**config.mk**
```make
export PLATFORM = sky130hd
export DESIGN_NAME = mboot_reboot_ctrl
export DESIGN_NICKNAME = d
export VERILOG_FILES = /design/src/rtl/mboot_reboot_ctrl.sv
export SDC_FILE = /design/constraint.sdc
export NUM_CORES = 1
export LEC_CHECK = 0
export BUFFER_PORTS_ARGS = -buffer_cell sky130_fd_sc_hd__buf_4
export CAP_MARGIN = 20
export CORE_ASPECT_RATIO = 2
export CORE_MARGIN = 4
export CORE_UTILIZATION = 59
export CTS_CLUSTER_DIAMETER = 200
export DETAILED_ROUTE_END_ITERATION = 8
export GPL_ROUTABILITY_DRIVEN = 0
export GPL_TIMING_DRIVEN = 0
export PLACE_DENSITY = 0.9
export SKIP_CTS_REPAIR_TIMING = 1
export SLEW_MARGIN = 20
export SYNTH_ARGS = -nofsm -noshare
export SYNTH_HDL_FRONTEND = slang
export SYNTH_SLANG_ARGS = --single-unit
```
**constraint.sdc**
```tcl
create_clock -name CLK_IN -period 2.2 [get_ports CLK_IN]
set_input_delay 0.22 -clock CLK_IN [delete_from_list [all_inputs] [get_ports CLK_IN]]
set_output_delay 0.22 -clock CLK_IN [all_outputs]
set_load 0.005 [all_outputs]
```
**src/rtl/mboot_reboot_ctrl.sv**
```systemverilog
// Reboot sequencer for EG_LOGIC_MBOOT: arbitrates keys vs host, holds the address
// stable through a setup window and a fixed-width active-low reboot pulse.
module mboot_reboot_ctrl #(
    parameter int         DEBOUNCE_CYC = 240000,
    parameter int         SETUP_CYC    = 16,
    parameter int         PULSE_CYC    = 8,
    parameter logic [7:0] IMG0_ADDR    = 8'h00,
    parameter logic [7:0] IMG1_ADDR    = 8'h0a,
    parameter logic [7:0] IMG2_ADDR    = 8'h14
) (
    input  logic       CLK_IN,
    input  logic       RST_N,
    input  logic       key_sel,
    input  logic       key_go,
    input  logic       host_req,
    input  logic [7:0] host_addr,
    output logic       host_ack,
    output logic       busy,
    output logic [1:0] sel_idx,
    output logic [7:0] mboot_addr,
    output logic       mboot_rebootn,
    output logic [2:0] RGB_LED
);

    localparam int DB_W    = (DEBOUNCE_CYC > 1) ? $clog2(DEBOUNCE_CYC) : 1;
    localparam int SEQ_MAX = (SETUP_CYC > PULSE_CYC) ? SETUP_CYC : PULSE_CYC;
    localparam int SEQ_W   = (SEQ_MAX > 1) ? $clog2(SEQ_MAX) : 1;

    localparam logic [DB_W-1:0]  DB_LAST    = DB_W'(DEBOUNCE_CYC - 1);
    localparam logic [SEQ_W-1:0] SETUP_LAST = SEQ_W'(SETUP_CYC - 1);
    localparam logic [SEQ_W-1:0] PULSE_LAST = SEQ_W'(PULSE_CYC - 1);

    localparam logic [1:0] ST_IDLE = 2'd0;
    localparam logic [1:0] ST_ARM  = 2'd1;
    localparam logic [1:0] ST_FIRE = 2'd2;
    localparam logic [1:0] ST_HOLD = 2'd3;

    // Key bit 0 is key_sel, bit 1 is key_go.
    logic [1:0]      r_key_meta;
    logic [1:0]      r_key_sync;
    logic [1:0]      r_key_db;
    logic [1:0]      r_key_db_d;
    logic [DB_W-1:0] r_db_cnt [2];

    logic [1:0]       r_state;
    logic [SEQ_W-1:0] r_cnt;
    logic [1:0]       r_sel;
    logic [7:0]       r_addr;
    logic             r_ack;
    logic             r_busy;
    logic             r_rebootn;
    logic [2:0]       r_led;

    logic [1:0]       w_press;
    logic [7:0]       w_img_addr;
    logic [1:0]       w_state_nxt;
    logic [SEQ_W-1:0] w_cnt_nxt;
    logic [1:0]       w_sel_nxt;
    logic [7:0]       w_addr_nxt;
    logic             w_ack_nxt;

    function automatic logic [7:0] img_addr(input logic [1:0] idx);
        case (idx)
            2'd0:    img_addr = IMG0_ADDR;
            2'd1:    img_addr = IMG1_ADDR;
            2'd2:    img_addr = IMG2_ADDR;
            default: img_addr = IMG0_ADDR;
        endcase
    endfunction

    function automatic logic [2:0] led_for(input logic [1:0] st, input logic [1:0] idx);
        case (st)
            ST_IDLE: begin
                case (idx)
                    2'd0:    led_for = 3'b001;
                    2'd1:    led_for = 3'b010;
                    2'd2:    led_for = 3'b100;
                    default: led_for = 3'b001;
                endcase
            end
            ST_ARM:  led_for = 3'b111;
            ST_FIRE: led_for = 3'b111;
            ST_HOLD: led_for = 3'b000;
            default: led_for = 3'b001;
        endcase
    endfunction

    // Two-flop synchronizers for both raw buttons; released level is 1.
    always_ff @(posedge CLK_IN or negedge RST_N) begin
        if (!RST_N) begin
            r_key_meta <= 2'b11;
            r_key_sync <= 2'b11;
        end else begin
            r_key_meta <= {key_go, key_sel};
            r_key_sync <= r_key_meta;
        end
    end

    // Debouncers: level flips after DEBOUNCE_CYC consecutive differing samples.
    always_ff @(posedge CLK_IN or negedge RST_N) begin
        if (!RST_N) begin
            r_key_db   <= 2'b11;
            r_key_db_d <= 2'b11;
            for (int i = 0; i < 2; i++) begin
                r_db_cnt[i] <= '0;
            end
        end else begin
            r_key_db_d <= r_key_db;
            for (int i = 0; i < 2; i++) begin
                if (r_key_sync[i] == r_key_db[i]) begin
                    r_db_cnt[i] <= '0;
                end else if (r_db_cnt[i] == DB_LAST) begin
                    r_db_cnt[i] <= '0;
                    r_key_db[i] <= r_key_sync[i];
                end else begin
                    r_db_cnt[i] <= r_db_cnt[i] + DB_W'(1);
                end
            end
        end
    end

    assign w_press    = r_key_db_d & ~r_key_db;
    assign w_img_addr = img_addr(r_sel);

    // Next-state logic; host wins over a simultaneous key_go press.
    always_comb begin
        w_state_nxt = r_state;
        w_cnt_nxt   = r_cnt;
        w_sel_nxt   = r_sel;
        w_addr_nxt  = r_addr;
        w_ack_nxt   = 1'b0;
        case (r_state)
            ST_IDLE: begin
                if (w_press[0]) begin
                    w_sel_nxt = (r_sel == 2'd2) ? 2'd0 : (r_sel + 2'd1);
                end else begin
                    w_sel_nxt = r_sel;
                end
                if (host_req) begin
                    w_state_nxt = ST_ARM;
                    w_addr_nxt  = host_addr;
                    w_ack_nxt   = 1'b1;
                    w_cnt_nxt   = '0;
                end else if (w_press[1]) begin
                    w_state_nxt = ST_ARM;
                    w_addr_nxt  = w_img_addr;
                    w_cnt_nxt   = '0;
                end else begin
                    w_state_nxt = ST_IDLE;
                end
            end
            ST_ARM: begin
                if (r_cnt == SETUP_LAST) begin
                    w_state_nxt = ST_FIRE;
                    w_cnt_nxt   = '0;
                end else begin
                    w_cnt_nxt = r_cnt + SEQ_W'(1);
                end
            end
            ST_FIRE: begin
                if (r_cnt == PULSE_LAST) begin
                    w_state_nxt = ST_HOLD;
                    w_cnt_nxt   = '0;
                end else begin
                    w_cnt_nxt = r_cnt + SEQ_W'(1);
                end
            end
            ST_HOLD: begin
                w_state_nxt = ST_HOLD;
            end
            default: begin
                w_state_nxt = ST_IDLE;
                w_cnt_nxt   = '0;
            end
        endcase
    end

    // State and output registers; outputs are decoded from next state so they align with it.
    always_ff @(posedge CLK_IN or negedge RST_N) begin
        if (!RST_N) begin
            r_state   <= ST_IDLE;
            r_cnt     <= '0;
            r_sel     <= 2'd0;
            r_addr    <= IMG0_ADDR;
            r_ack     <= 1'b0;
            r_busy    <= 1'b0;
            r_rebootn <= 1'b1;
            r_led     <= 3'b001;
        end else begin
            r_state   <= w_state_nxt;
            r_cnt     <= w_cnt_nxt;
            r_sel     <= w_sel_nxt;
            r_addr    <= w_addr_nxt;
            r_ack     <= w_ack_nxt;
            r_busy    <= (w_state_nxt != ST_IDLE);
            r_rebootn <= (w_state_nxt != ST_FIRE);
            r_led     <= led_for(w_state_nxt, w_sel_nxt);
        end
    end

    assign host_ack      = r_ack;
    assign busy          = r_busy;
    assign sel_idx       = r_sel;
    assign mboot_addr    = r_addr;
    assign mboot_rebootn = r_rebootn;
    assign RGB_LED       = r_led;

endmodule
```
### After elaboration in Yosys (flattened, before gate mapping)

Cells that the tools add are included.

| storage, ports and cells | value |
|---|---|
| register bits after elaboration | 66 |
| output and inout bits | 16 |

| cells by class | value |
|---|---|
| $add $sub $neg | 4 |
| equal/unequal tests | 18 |
| multiplexer cells | 24 |
| bitwise logic cells | 4 |
| reduce and logical (&&, ||, !) cells | 10 |

Operator list:

| operator | number |
|---|---|
| two-way mux 18 bit | 4 |
| adder 18 x 1 -> 18 bit (second input constant) | 2 |
| equality test 18 bit (second input constant) | 2 |
| two-way mux 4 bit | 4 |
| two-way mux 8 bit | 2 |
| equality test 2 bit (second input constant) | 6 |
| one-hot mux 4 bit (3 select lines) | 1 |
| two-way mux 2 bit | 5 |
| one-hot mux 5 bit (2 select lines) | 1 |
| one-hot mux 3 bit (3 select lines) | 1 |
| equality test 2 x 1 -> 1 bit (second input constant) | 4 |
| one-hot mux 2 bit (4 select lines) | 1 |
| AND reduction 2 bit | 4 |
| one-hot mux 3 bit (2 select lines) | 1 |
| adder 4 x 1 -> 4 bit (second input constant) | 1 |
| equality test 4 x 3 -> 1 bit (second input constant) | 1 |
| equality test 4 bit (second input constant) | 1 |
| logical NOT 2 bit | 2 |
| two-way mux 1 bit | 4 |
| nonzero test 2 bit | 2 |
| != test 3 bit (second input constant) | 1 |
| nonzero test 3 bit | 1 |
| adder 2 x 1 -> 2 bit (second input constant) | 1 |
| bitwise AND 2 bit | 1 |
| 5 further kinds | 7 |

### Logic depth before layout (Yosys ltp)

Gate-level depths: netlist of the first run.

| depth | value |
|---|---|
| depth after elaboration | 8 |
| gate-level depth with buffers | 8 |
| depth with buffers taken out | 8 |

### Least setup slack after synthesis of the first run

No wires, ideal clock.

| timing | value |
|---|---|
| path kind | reg-to-reg |
| start | reg r_cnt[0] |
| end | reg r_led[1], in the netlist RGB_LED[1] |
| setup time | 0.125 ns |
| data arrival time | 1.752 ns |
| data required time | 2.075 ns |
| setup slack | 0.323 ns |
| cell stages (with the launch flop) | 7 |
| path buffers | 0 |
| cells stage by stage | dfrtp_1 ha_1 a31o_2 a211o_1 nand2b_1 ha_1 mux2_2 |

| between the ends | value |
|---|---|
| word-level cells in the longest chain between the ends | 6 |
| elaborated cells on any way between the ends | 11 |
| those cells by class | 5 x eq/ne; 4 x mux; 2 x reduce/logical |

RTL lines:

| what | RTL line | text |
|---|---|---|
| start, declared | 46 | `logic [SEQ_W-1:0] r_cnt;` |
| start signal, assigned | 191 | `r_cnt <= w_cnt_nxt;` |
| equality test 4 x 3 -> 1 bit / equality test 4 bit (equally long branches) | 161, 153 |  |
| two-way mux 2 bit, on equally long branches | 161, 153 |  |
| one-hot mux 2 bit (4 select lines) (*) | 132 | `case (r_state)` |
| equality test 2 bit / equality test 2 x 1 -> 1 bit (equally long branches) | 72 | `case (st)` |
| OR reduction 2 bit (no source line) | n/a |  |
| one-hot mux 3 bit (3 select lines) (*) | 72 |  |
| end signal, assigned | 197 | `r_led <= led_for(w_state_nxt, w_sel_nxt);` |
| end, declared | 52 | `logic [2:0] r_led;` |

Mark *: on every way between the ends. The rest lies on a longest branch, timed or not.
A chain may end at the register's enable or synchronous reset.

### Worst setup path in the final report of the first run

| timing | value |
|---|---|
| start | reg r_db_cnt[18] in the netlist's numbering |
| end | reg r_key_db[0] |

| between the ends | value |
|---|---|
| word-level cells in the longest chain between the ends | 2 |

RTL lines:

| what | RTL line | text |
|---|---|---|
| start, declared | 43 | `logic [DB_W-1:0] r_db_cnt [2];` |
| start signal, assigned by index | 116 | `r_db_cnt[i] <= r_db_cnt[i] + DB_W'(1);` |
| equality test 18 bit | 112 | `end else if (r_db_cnt[i] == DB_LAST) begin` |
| AND reduction 2 bit (no source line) | n/a |  |
| end signal, assigned by index | 114 | `r_key_db[i] <= r_key_sync[i];` |
| end, declared | 41 | `logic [1:0] r_key_db;` |

Every way passes these cells.

==> impl_metrics.prom, run 1 <==
# TYPE chip_impl_metric gauge
chip_impl_metric{name="first_iter_violations",unit=""} 94
chip_impl_metric{name="min_clock_period_post_route",unit="ns"} 2.051
chip_impl_metric{name="clock.fmax",unit="MHz"} 487.6
chip_impl_info{name="hold_path.class",value="primary input to asynchronous set/reset pin"} 1
chip_impl_metric{name="power.static_leakage",unit="nW"} 1.674
chip_impl_metric{name="post_synth_num_cell_types",unit=""} 50
chip_impl_info{name="setup_repair_after_global_routing_missed_its_margin",value="no"} 1
chip_impl_metric{name="yosysWarningCount",unit=""} 0
chip_impl_metric{name="finalMaxSlewViolations",unit=""} 0
chip_impl_metric{name="routed_wirelength",unit="mm"} 6.083
chip_impl_metric{name="synthToLayoutAreaGrowth",unit="%"} 15.57
chip_impl_info{name="cp-start-kind",value="flop"} 1
chip_impl_metric{name="synth.avg_cell_area",unit="um2"} 10.78
chip_impl_info{name="synthDominantAreaCellType",value="sky130_fd_sc_hd__dfrtp_1"} 1
chip_impl_metric{name="worst_ep_required_time",unit="ns"} 2.47
chip_impl_metric{name="n_antenna_cell",unit=""} 0
chip_impl_metric{name="num_rows",unit=""} 37
chip_impl_metric{name="relative_max_transition_margin",unit="%"} 46.63
chip_impl_info{name="endpoint_kind",value="flop"} 1
chip_impl_metric{name="path_max_fanout",unit=""} 7
chip_impl_metric{name="boundaryPins",unit=""} 29
chip_impl_metric{name="dieHeight",unit="um"} 112.0
chip_impl_metric{name="timing.final.setup_violations",unit=""} 0
chip_impl_metric{name="postSynthRegisterBits",unit=""} 66
chip_impl_metric{name="fin_hold_ws",unit="ns"} -0.05073
chip_impl_info{name="cts_tree",value="yes"} 1
chip_impl_metric{name="synth_enable_flop_cells",unit=""} 0
chip_impl_metric{name="cts.reportedPaths.clkPinSlew",unit="ns"} 0.07
chip_impl_metric{name="final_min_period_over_clock_period",unit="%"} 93.22
chip_impl_metric{name="cts.sinks",unit=""} 66
chip_impl_metric{name="dpl.hpwl",unit="mm"} 4.333
chip_impl_metric{name="layout-drive-gt1-share",unit="%"} 20.23
chip_impl_metric{name="cts_inserted_buffers",unit=""} 9
chip_impl_metric{name="grt_use_total",unit="%"} 20.66
chip_impl_metric{name="route.detailed.vias_per_inst",unit=""} 5.865
chip_impl_metric{name="ys_seq_area_share",unit="%"} 52.16
chip_impl_metric{name="total_nets_after_synthesis",unit=""} 320
chip_impl_metric{name="first_global_vias",unit=""} 2391
chip_impl_metric{name="worstPathArrival",unit="ns"} 2.32
chip_impl_metric{name="portBuffers",unit=""} 27
chip_impl_metric{name="die_w",unit="um"} 60
chip_impl_metric{name="antenna_violating_nets_post_route",unit=""} 0
chip_impl_info{name="violations",value="negative hold slack"} 1
chip_impl_info{name="root_driver",value="sky130_fd_sc_hd__clkbuf_8"} 1
chip_impl_metric{name="stdcell_count",unit=""} 399
chip_impl_metric{name="finalClockSkew",unit="ns"} 0.004972
chip_impl_metric{name="power.density",unit="nW/um2"} 830.4
chip_impl_metric{name="drt_pass1_iterations",unit=""} 4
chip_impl_metric{name="detailroute.via_count",unit=""} 2340
chip_impl_metric{name="route.detailed.drc",unit=""} 0
chip_impl_metric{name="globalRoute.totalOverflow",unit=""} 0
chip_impl_metric{name="post_synth_instance_area",unit="um2"} 3191
chip_impl_metric{name="synthArstFlopShare",unit="%"} 100.0
chip_impl_info{name="criticalPathCategory",value="flop to flop"} 1
chip_impl_metric{name="ir_worst_vdd",unit="uV"} 675.5
chip_impl_metric{name="floorplan.core_area",unit="um2"} 5185
chip_impl_metric{name="fp.dieArea",unit="um2"} 6720
chip_impl_metric{name="finalHoldViolCount",unit=""} 56
chip_impl_metric{name="dp.cells",unit=""} 381
chip_impl_metric{name="ctsHtreeMaxLevel",unit=""} 3
chip_impl_metric{name="cts-root-to-sink-buffers",unit=""} 2
chip_impl_metric{name="grt_first_pass_wirelength",unit="mm"} 10.34
chip_impl_metric{name="syn_inst",unit=""} 296
chip_impl_metric{name="grt_max_degree",unit=""} 67
chip_impl_info{name="synth_area_leaders",value="sky130_fd_sc_hd__dfrtp_1, sky130_fd_sc_hd__dfstp_2, sky130_fd_sc_hd__xnor2_1, sky130_fd_sc_hd__ha_1, sky130_fd_sc_hd__nor2_1"} 1
chip_impl_metric{name="routed_wire_length_per_instance",unit="um"} 15.25
chip_impl_info{name="yosys_most_used_dff",value="sky130_fd_sc_hd__dfrtp_1"} 1
chip_impl_metric{name="setup-tns-final",unit="ns"} 0
chip_impl_metric{name="antenna_found_initial",unit=""} 0
chip_impl_info{name="status",value="finished with violations"} 1
chip_impl_metric{name="worst_slew_pin_slew",unit="ns"} 0.8005
chip_impl_metric{name="maxCapViolations",unit=""} 0
chip_impl_metric{name="synthDominantCellAreaShare",unit="%"} 43.92
chip_impl_metric{name="initial_utilization",unit="%"} 61.53
chip_impl_metric{name="finish.net_count",unit=""} 360
chip_impl_metric{name="clk_latency",unit="ns"} 0.35
## logic make-up after synthesis
logic type                 Yosys count  share of synthesized area (%)
AOI/OAI and AO/OA                   40                          8.432
and+or+nand+nor                    120                          21.10
DFF                                 66                          52.16
buffers and inverters               22                          3.255
adders and majority gates           11                          4.314
muxes                                9                          3.059
xor gates and xnor gates            28                          7.686
## flip-flops by register name, indices dropped and copies added, names as in the netlist
signal         cells
r_state            2
RGB_LED            3
sel_idx            2
r_key_db           2
r_key_sync         2
mboot_addr         8
r_key_meta         2
mboot_rebootn      1
r_cnt              4
busy               1
host_ack           1
r_key_db_d         2
r_db_cnt          36
## stage by stage
step | power [mW] | util (%) | hold WS, ns | area (um2) | worst slack, ns
after floorplan | 1.799 | - | -0.07559 | 3191 | 0.3232
after global placement | 2.056 | 66.84 | 0.3278 | 3466 | 0.2106
after detailed placement | 2.082 | 66.84 | 0.3303 | 3466 | 0.1736
after CTS | 3.102 | 70.73 | -0.04619 | 3667 | 0.1337
after global routing | 3.242 | 71.11 | 0.01293 | 3687 | 0.03068
final | 3.062 | 71.11 | -0.05073 | 3687 | 0.1491
## power by group
part,internal (mW),switching (mW),total [mW],leakage (nW)
registers,1.36,0.0802,1.44,0.863
clock network,0.562,0.436,0.998,0.106
logic,0.324,0.304,0.628,0.705
## synth_stat cells, types with 7 or more instances
cell type and number:
sky130_fd_sc_hd__dfstp_2 10, sky130_fd_sc_hd__nand4_1 9, sky130_fd_sc_hd__nand3_1 16, sky130_fd_sc_hd__a21oi_1 11, sky130_fd_sc_hd__o21ai_0 7, sky130_fd_sc_hd__nand2_1 15
sky130_fd_sc_hd__nor4_1 7, sky130_fd_sc_hd__ha_1 11, sky130_fd_sc_hd__xnor2_1 16, sky130_fd_sc_hd__inv_1 13, sky130_fd_sc_hd__xor2_1 12, sky130_fd_sc_hd__dfrtp_1 56
sky130_fd_sc_hd__nor2_1 34
## routing by layer
layer / global-route usage (%) / vias to the layer above / wire length, um
li1: - / 1129 / -
met1: 21.36 / 1129 / 2247
met2: 34.61 / 58 / 3320
met3: 6.032 / 24 / 260
met4: 13.02 / 0 / 255
met5: 0 / - / 0
## placed cells by master, fill, tap and decap left out, drive strengths merged, types with 2 or more instances in the layout
cell type	netlist	layout
inv	13	13
a21oi	11	11
ha	11	11
a22o	5	5
or4	4	4
nand3	16	16
a31o	2	2
mux2	6	6
and2	5	5
nor2b	2	2
dfstp	10	10
dfrtp	56	56
nor4	9	9
nor3	5	5
nand3b	2	2
nand2	15	15
xor2	12	12
dlygate4sd3	0	2
buf	4	31
nand4	11	11
o31ai	4	4
and4	3	3
o21ai	9	9
nand2b	3	3
o2bb2ai	2	2
clkbuf	5	20
mux2i	3	3
and3	5	5
xnor2	16	16
nor2	34	34
## final cells by class
| cell class | instances | area [um2] |
|---|---|---|
| flip-flops and latches | 66 | 1664 |
| well taps | 58 | 72.57 |
| fillers | 382 | 1498 |
| repair buffers | 29 | 222.7 |
| clock inverters | 1 | 5.005 |
| multi-input cells | 208 | 1423 |
| plain buffers | 9 | 55.05 |
| clock buffers | 15 | 196.4 |
| inverters | 13 | 48.80 |
## critical path, cell delays in order (launching register included)
cell and delay [ns]:
sky130_fd_sc_hd__dfrtp_1 0.42, sky130_fd_sc_hd__ha_1 0.17, sky130_fd_sc_hd__clkbuf_1 0.29, sky130_fd_sc_hd__inv_1 0.15
sky130_fd_sc_hd__nor4_2 0.35, sky130_fd_sc_hd__and4_1 0.27, sky130_fd_sc_hd__mux2_1 0.33
## worst paths after layout
path / from / endpoint / slack (ns) / cells past startpoint
setup / recovery: r_db_cnt[18] / r_key_db[0] / 0.15 / 6
hold reg to reg: r_key_meta[0] / r_key_sync[0] / 0.36 / 0
setup reg to reg: r_db_cnt[18] / r_key_db[0] / 0.15 / 6
hold / removal: RST_N / RGB_LED[2] / -0.05 / 1
max in group asynchronous: RST_N / r_db_cnt[9] / 1.72 / 1
min in group CLK_IN: host_addr[7] / mboot_addr[7] / 0.10 / 2
Note: power is estimated with default switching activity, not from simulation.
==> run 2: changes to the inputs <==
--- a/config.mk
+++ b/config.mk
@@ -5,16 +5,17 @@
 export SDC_FILE = /design/constraint.sdc
 export NUM_CORES = 1
 export LEC_CHECK = 0
+export ABC_AREA = 1
 export BUFFER_PORTS_ARGS = -buffer_cell sky130_fd_sc_hd__buf_4
 export CAP_MARGIN = 20
 export CORE_ASPECT_RATIO = 2
 export CORE_MARGIN = 4
-export CORE_UTILIZATION = 59
+export CORE_UTILIZATION = 55
 export CTS_CLUSTER_DIAMETER = 200
 export DETAILED_ROUTE_END_ITERATION = 8
 export GPL_ROUTABILITY_DRIVEN = 0
 export GPL_TIMING_DRIVEN = 0
-export PLACE_DENSITY = 0.9
+export PLACE_DENSITY = 0.85
 export SKIP_CTS_REPAIR_TIMING = 1
 export SLEW_MARGIN = 20
 export SYNTH_ARGS = -nofsm -noshare
==> run 2 against run 1 <==
The flow still finishes with violations (negative hold slack); synthesized cell count increased by 34%; sequential power hardly changed; register-to-register slack better by 0.06 ns; via count increased by 17%; die area is 12% higher; global-route usage grew 0.41 points; final cell count grew 27%; combinational power increased by 0.6%; routed wire length rose by 18%; total power grew 15%; sequential share of layout area shrank 3.4 points; fmax up 2.9%; highest routed layer unchanged.
==> impl_metrics.prom, run 2 <==
# TYPE chip_impl_metric gauge
chip_impl_info{name="status",value="finished with violations"} 1
chip_impl_info{name="violations",value="negative hold slack"} 1
chip_impl_metric{name="min_clock_period_post_route",unit="ns"} 1.993
chip_impl_metric{name="route.detailed.drc",unit=""} 0
chip_impl_metric{name="maximum_single_stage_delay_on_the_critical_path",unit="ns"} 0.40
chip_impl_metric{name="portBuffers",unit=""} 28
chip_impl_metric{name="timing.final.setup_violations",unit=""} 0
chip_impl_metric{name="first_iter_violations",unit=""} 190
chip_impl_info{name="crit_chain",value="inv_1 -> ha_1 -> nand3_1 -> inv_1 -> or2_2 -> o21ai_0 -> inv_1 -> ha_1 -> nand3_1 -> nand2_1"} 1
chip_impl_metric{name="ys_seq_area_share",unit="%"} 49.39
chip_impl_metric{name="total_nets_after_synthesis",unit=""} 422
chip_impl_info{name="final_common_cell",value="sky130_fd_sc_hd__nand2_1"} 1
chip_impl_metric{name="fp.dieArea",unit="um2"} 7518
chip_impl_info{name="setup_repair_after_global_routing_missed_its_margin",value="no"} 1
chip_impl_metric{name="grt_use_total",unit="%"} 21.07
chip_impl_metric{name="path_max_fanout",unit=""} 4
chip_impl_info{name="critPathLaunch",value="r_state[0]"} 1
chip_impl_metric{name="max_reg_flops",unit=""} 36
chip_impl_metric{name="postSynthRegisterBits",unit=""} 66
chip_impl_metric{name="ir_worst_vdd",unit="uV"} 690.6
chip_impl_metric{name="antenna_found_initial",unit=""} 0
chip_impl_metric{name="synthToLayoutAreaGrowth",unit="%"} 18.23
chip_impl_metric{name="detailroute.via_count",unit=""} 2744
chip_impl_info{name="reg2reg_to",value="RGB_LED[0]"} 1
chip_impl_metric{name="die_w",unit="um"} 63.35
chip_impl_metric{name="route.detailed.vias_per_inst",unit=""} 5.423
chip_impl_metric{name="ctsHtreeMaxLevel",unit=""} 3
chip_impl_metric{name="initial_utilization",unit="%"} 56.10
chip_impl_metric{name="power.static_leakage",unit="nW"} 1.878
chip_impl_metric{name="finish.net_count",unit=""} 463
chip_impl_metric{name="n_antenna_cell",unit=""} 0
chip_impl_metric{name="maxCapViolations",unit=""} 0
chip_impl_metric{name="clock.fmax",unit="MHz"} 501.7
chip_impl_metric{name="relative_max_transition_margin",unit="%"} 46.38
chip_impl_info{name="criticalPathCategory",value="flop to flop"} 1
chip_impl_metric{name="cts_inserted_buffers",unit=""} 9
chip_impl_metric{name="boundaryPins",unit=""} 29
chip_impl_info{name="endpoint_kind",value="flop"} 1
chip_impl_metric{name="final_min_period_over_clock_period",unit="%"} 90.60
chip_impl_metric{name="yosysWarningCount",unit=""} 0
chip_impl_info{name="most-common-layout-cells",value="sky130_fd_sc_hd__nand2_1, sky130_fd_sc_hd__nor2_1, sky130_fd_sc_hd__dfrtp_1, sky130_fd_sc_hd__inv_1, sky130_fd_sc_hd__buf_4"} 1
chip_impl_metric{name="fin_hold_ws",unit="ns"} -0.03639
chip_impl_metric{name="syn_inst",unit=""} 398
chip_impl_metric{name="synthDominantCellAreaShare",unit="%"} 41.59
chip_impl_info{name="cp_endpoint",value="RGB_LED[0]"} 1
chip_impl_metric{name="grt_first_pass_wirelength",unit="mm"} 12.26
chip_impl_metric{name="antenna_violating_nets_post_route",unit=""} 0
chip_impl_metric{name="finalMaxSlewViolations",unit=""} 0
chip_impl_metric{name="dieHeight",unit="um"} 118.7
chip_impl_metric{name="setup.reg_to_reg.worst_slack",unit="ns"} 0.21
chip_impl_metric{name="first_global_vias",unit=""} 2761
chip_impl_info{name="most_instantiated_library_cell_after_synthesis",value="sky130_fd_sc_hd__nand2_1"} 1
chip_impl_metric{name="synth.avg_cell_area",unit="um2"} 8.466
chip_impl_metric{name="cts-root-to-sink-buffers",unit=""} 2
chip_impl_metric{name="routed_wire_length_per_instance",unit="um"} 14.15
chip_impl_metric{name="synth_enable_flop_cells",unit=""} 0
chip_impl_metric{name="synthArstFlopShare",unit="%"} 100.0
chip_impl_info{name="cts_tree",value="yes"} 1
chip_impl_info{name="cp_slowest_cell",value="sky130_fd_sc_hd__dfrtp_1"} 1
chip_impl_metric{name="finalClockSkew",unit="ns"} 0.005524
chip_impl_metric{name="worst_ep_required_time",unit="ns"} 2.47
chip_impl_info{name="cp-start-kind",value="flop"} 1
chip_impl_metric{name="worst_slew_pin_slew",unit="ns"} 0.8042
chip_impl_metric{name="post_synth_num_cell_types",unit=""} 29
chip_impl_metric{name="dpl.hpwl",unit="mm"} 5.215
chip_impl_metric{name="worstPathArrival",unit="ns"} 2.26
chip_impl_metric{name="cts.sinks",unit=""} 66
chip_impl_metric{name="routed_wirelength",unit="mm"} 7.162
chip_impl_info{name="hold_path.class",value="primary input to asynchronous set/reset pin"} 1
chip_impl_info{name="yosys_most_used_dff",value="sky130_fd_sc_hd__dfrtp_1"} 1
chip_impl_metric{name="layout-drive-gt1-share",unit="%"} 17.61
chip_impl_metric{name="post_synth_instance_area",unit="um2"} 3369
chip_impl_metric{name="globalRoute.totalOverflow",unit=""} 0
chip_impl_metric{name="setup-tns-final",unit="ns"} 0
chip_impl_metric{name="floorplan.core_area",unit="um2"} 6006
chip_impl_info{name="root_driver",value="sky130_fd_sc_hd__clkbuf_16"} 1
chip_impl_info{name="biggest_register",value="r_db_cnt"} 1
chip_impl_metric{name="post-route-util",unit="%"} 66.33
chip_impl_metric{name="grt_max_degree",unit=""} 67
chip_impl_metric{name="number_of_cell_instances_on_the_worst_register_to_register_path",unit=""} 10
chip_impl_metric{name="clk_latency",unit="ns"} 0.33
chip_impl_info{name="cp_common_cell",value="sky130_fd_sc_hd__inv_1"} 1
chip_impl_metric{name="num_rows",unit=""} 40
chip_impl_info{name="synthDominantAreaCellType",value="sky130_fd_sc_hd__dfrtp_1"} 1
chip_impl_info{name="netlist_top_cells_count",value="sky130_fd_sc_hd__nand2_1, sky130_fd_sc_hd__nor2_1, sky130_fd_sc_hd__dfrtp_1"} 1
chip_impl_metric{name="finalHoldViolCount",unit=""} 24
chip_impl_info{name="start_of_the_worst_register_to_register_path",value="r_state[0]"} 1
chip_impl_metric{name="cts.reportedPaths.clkPinSlew",unit="ns"} 0.05
chip_impl_info{name="synth_area_leaders",value="sky130_fd_sc_hd__dfrtp_1, sky130_fd_sc_hd__nand2_1, sky130_fd_sc_hd__nor2_1, sky130_fd_sc_hd__dfstp_2, sky130_fd_sc_hd__inv_1"} 1
chip_impl_metric{name="drt_pass1_iterations",unit=""} 4
chip_impl_metric{name="power.density",unit="nW/um2"} 887.2
## run 2: worst min-delay path by stage
stage / to / startpoint / cells after the start / slack (ns)
global placement: r_key_meta[1] / key_go / 1 / 0.33
global route: r_cnt[0] / RST_N / 1 / 0.04
finish: r_cnt[1] / RST_N / 1 / -0.04
CTS: r_key_meta[1] / key_go / 1 / -0.01
detailed placement: r_key_meta[1] / key_go / 1 / 0.33
floorplan: RGB_LED[1] / RST_N / 0 / -0.08
## run 2: power by group
| part | total (mW) | internal [mW] | switching (mW) | leakage (nW) |
|---|---|---|---|---|
| clock | 1.45 | 0.961 | 0.485 | 0.152 |
| sequential | 1.46 | 1.37 | 0.0855 | 0.858 |
| combinational | 0.632 | 0.295 | 0.337 | 0.869 |
| total | 3.53 | 2.63 | 0.907 | 1.88 |
## run 2: cell type report
class / instances / area [um2]
Clock buffer: 13 / 270.3
Tap cell: 63 / 78.83
Sequential cell: 66 / 1664
Multi-Input combinational cell: 286 / 1525
Buffer: 1 / 11.26
Fill cell: 462 / 2022
Timing Repair Buffer: 30 / 230.2
Clock inverter: 2 / 35.03
Inverter: 45 / 168.9
## run 2: through the flow
step / worst slack (ns) / hold WS, ns / power, mW / cell area [um2] / cells
finish: 0.2069 / -0.03639 / 3.534 / 3984 / 506
global route: 0.1071 / 0.04394 / 3.715 / 3984 / 506
CTS: 0.2068 / -0.01146 / 3.558 / 3964 / 504
detailed placement: 0.2929 / 0.3294 / 2.111 / 3659 / 489
global placement: 0.3516 / 0.3295 / 2.076 / 3659 / 489
floorplan: 0.4861 / -0.07559 / 1.805 / 3369 / 398
## run 2: critical path: cells and delay by family (launching register included)
| family | cells | cell delay [ns] |
|---|---|---|
| buffers and inverters | 3 | 0.28 |
| AOI/OAI and AO/OA | 1 | 0.15 |
| DFF | 1 | 0.40 |
| and+or+nand+nor | 4 | 0.54 |
| adders and majority gates | 2 | 0.55 |
## run 2: cells by family after synthesis
family / after synthesis / synth area share [%]
flops: 66 / 49.39
compound gates: 28 / 5.199
fa+ha+maj: 11 / 4.085
simple gates: 226 / 30.52
buf+inv: 46 / 5.347
xor+xnor: 21 / 5.459
## run 2: metal layers
layer | share of wire [%] | global-route usage (%)
met4 | 2.8 | 14.07
met1 | 36 | 20.48
met2 | 57 | 38.24
met5 | 0 | 0
met3 | 3.5 | 4.658
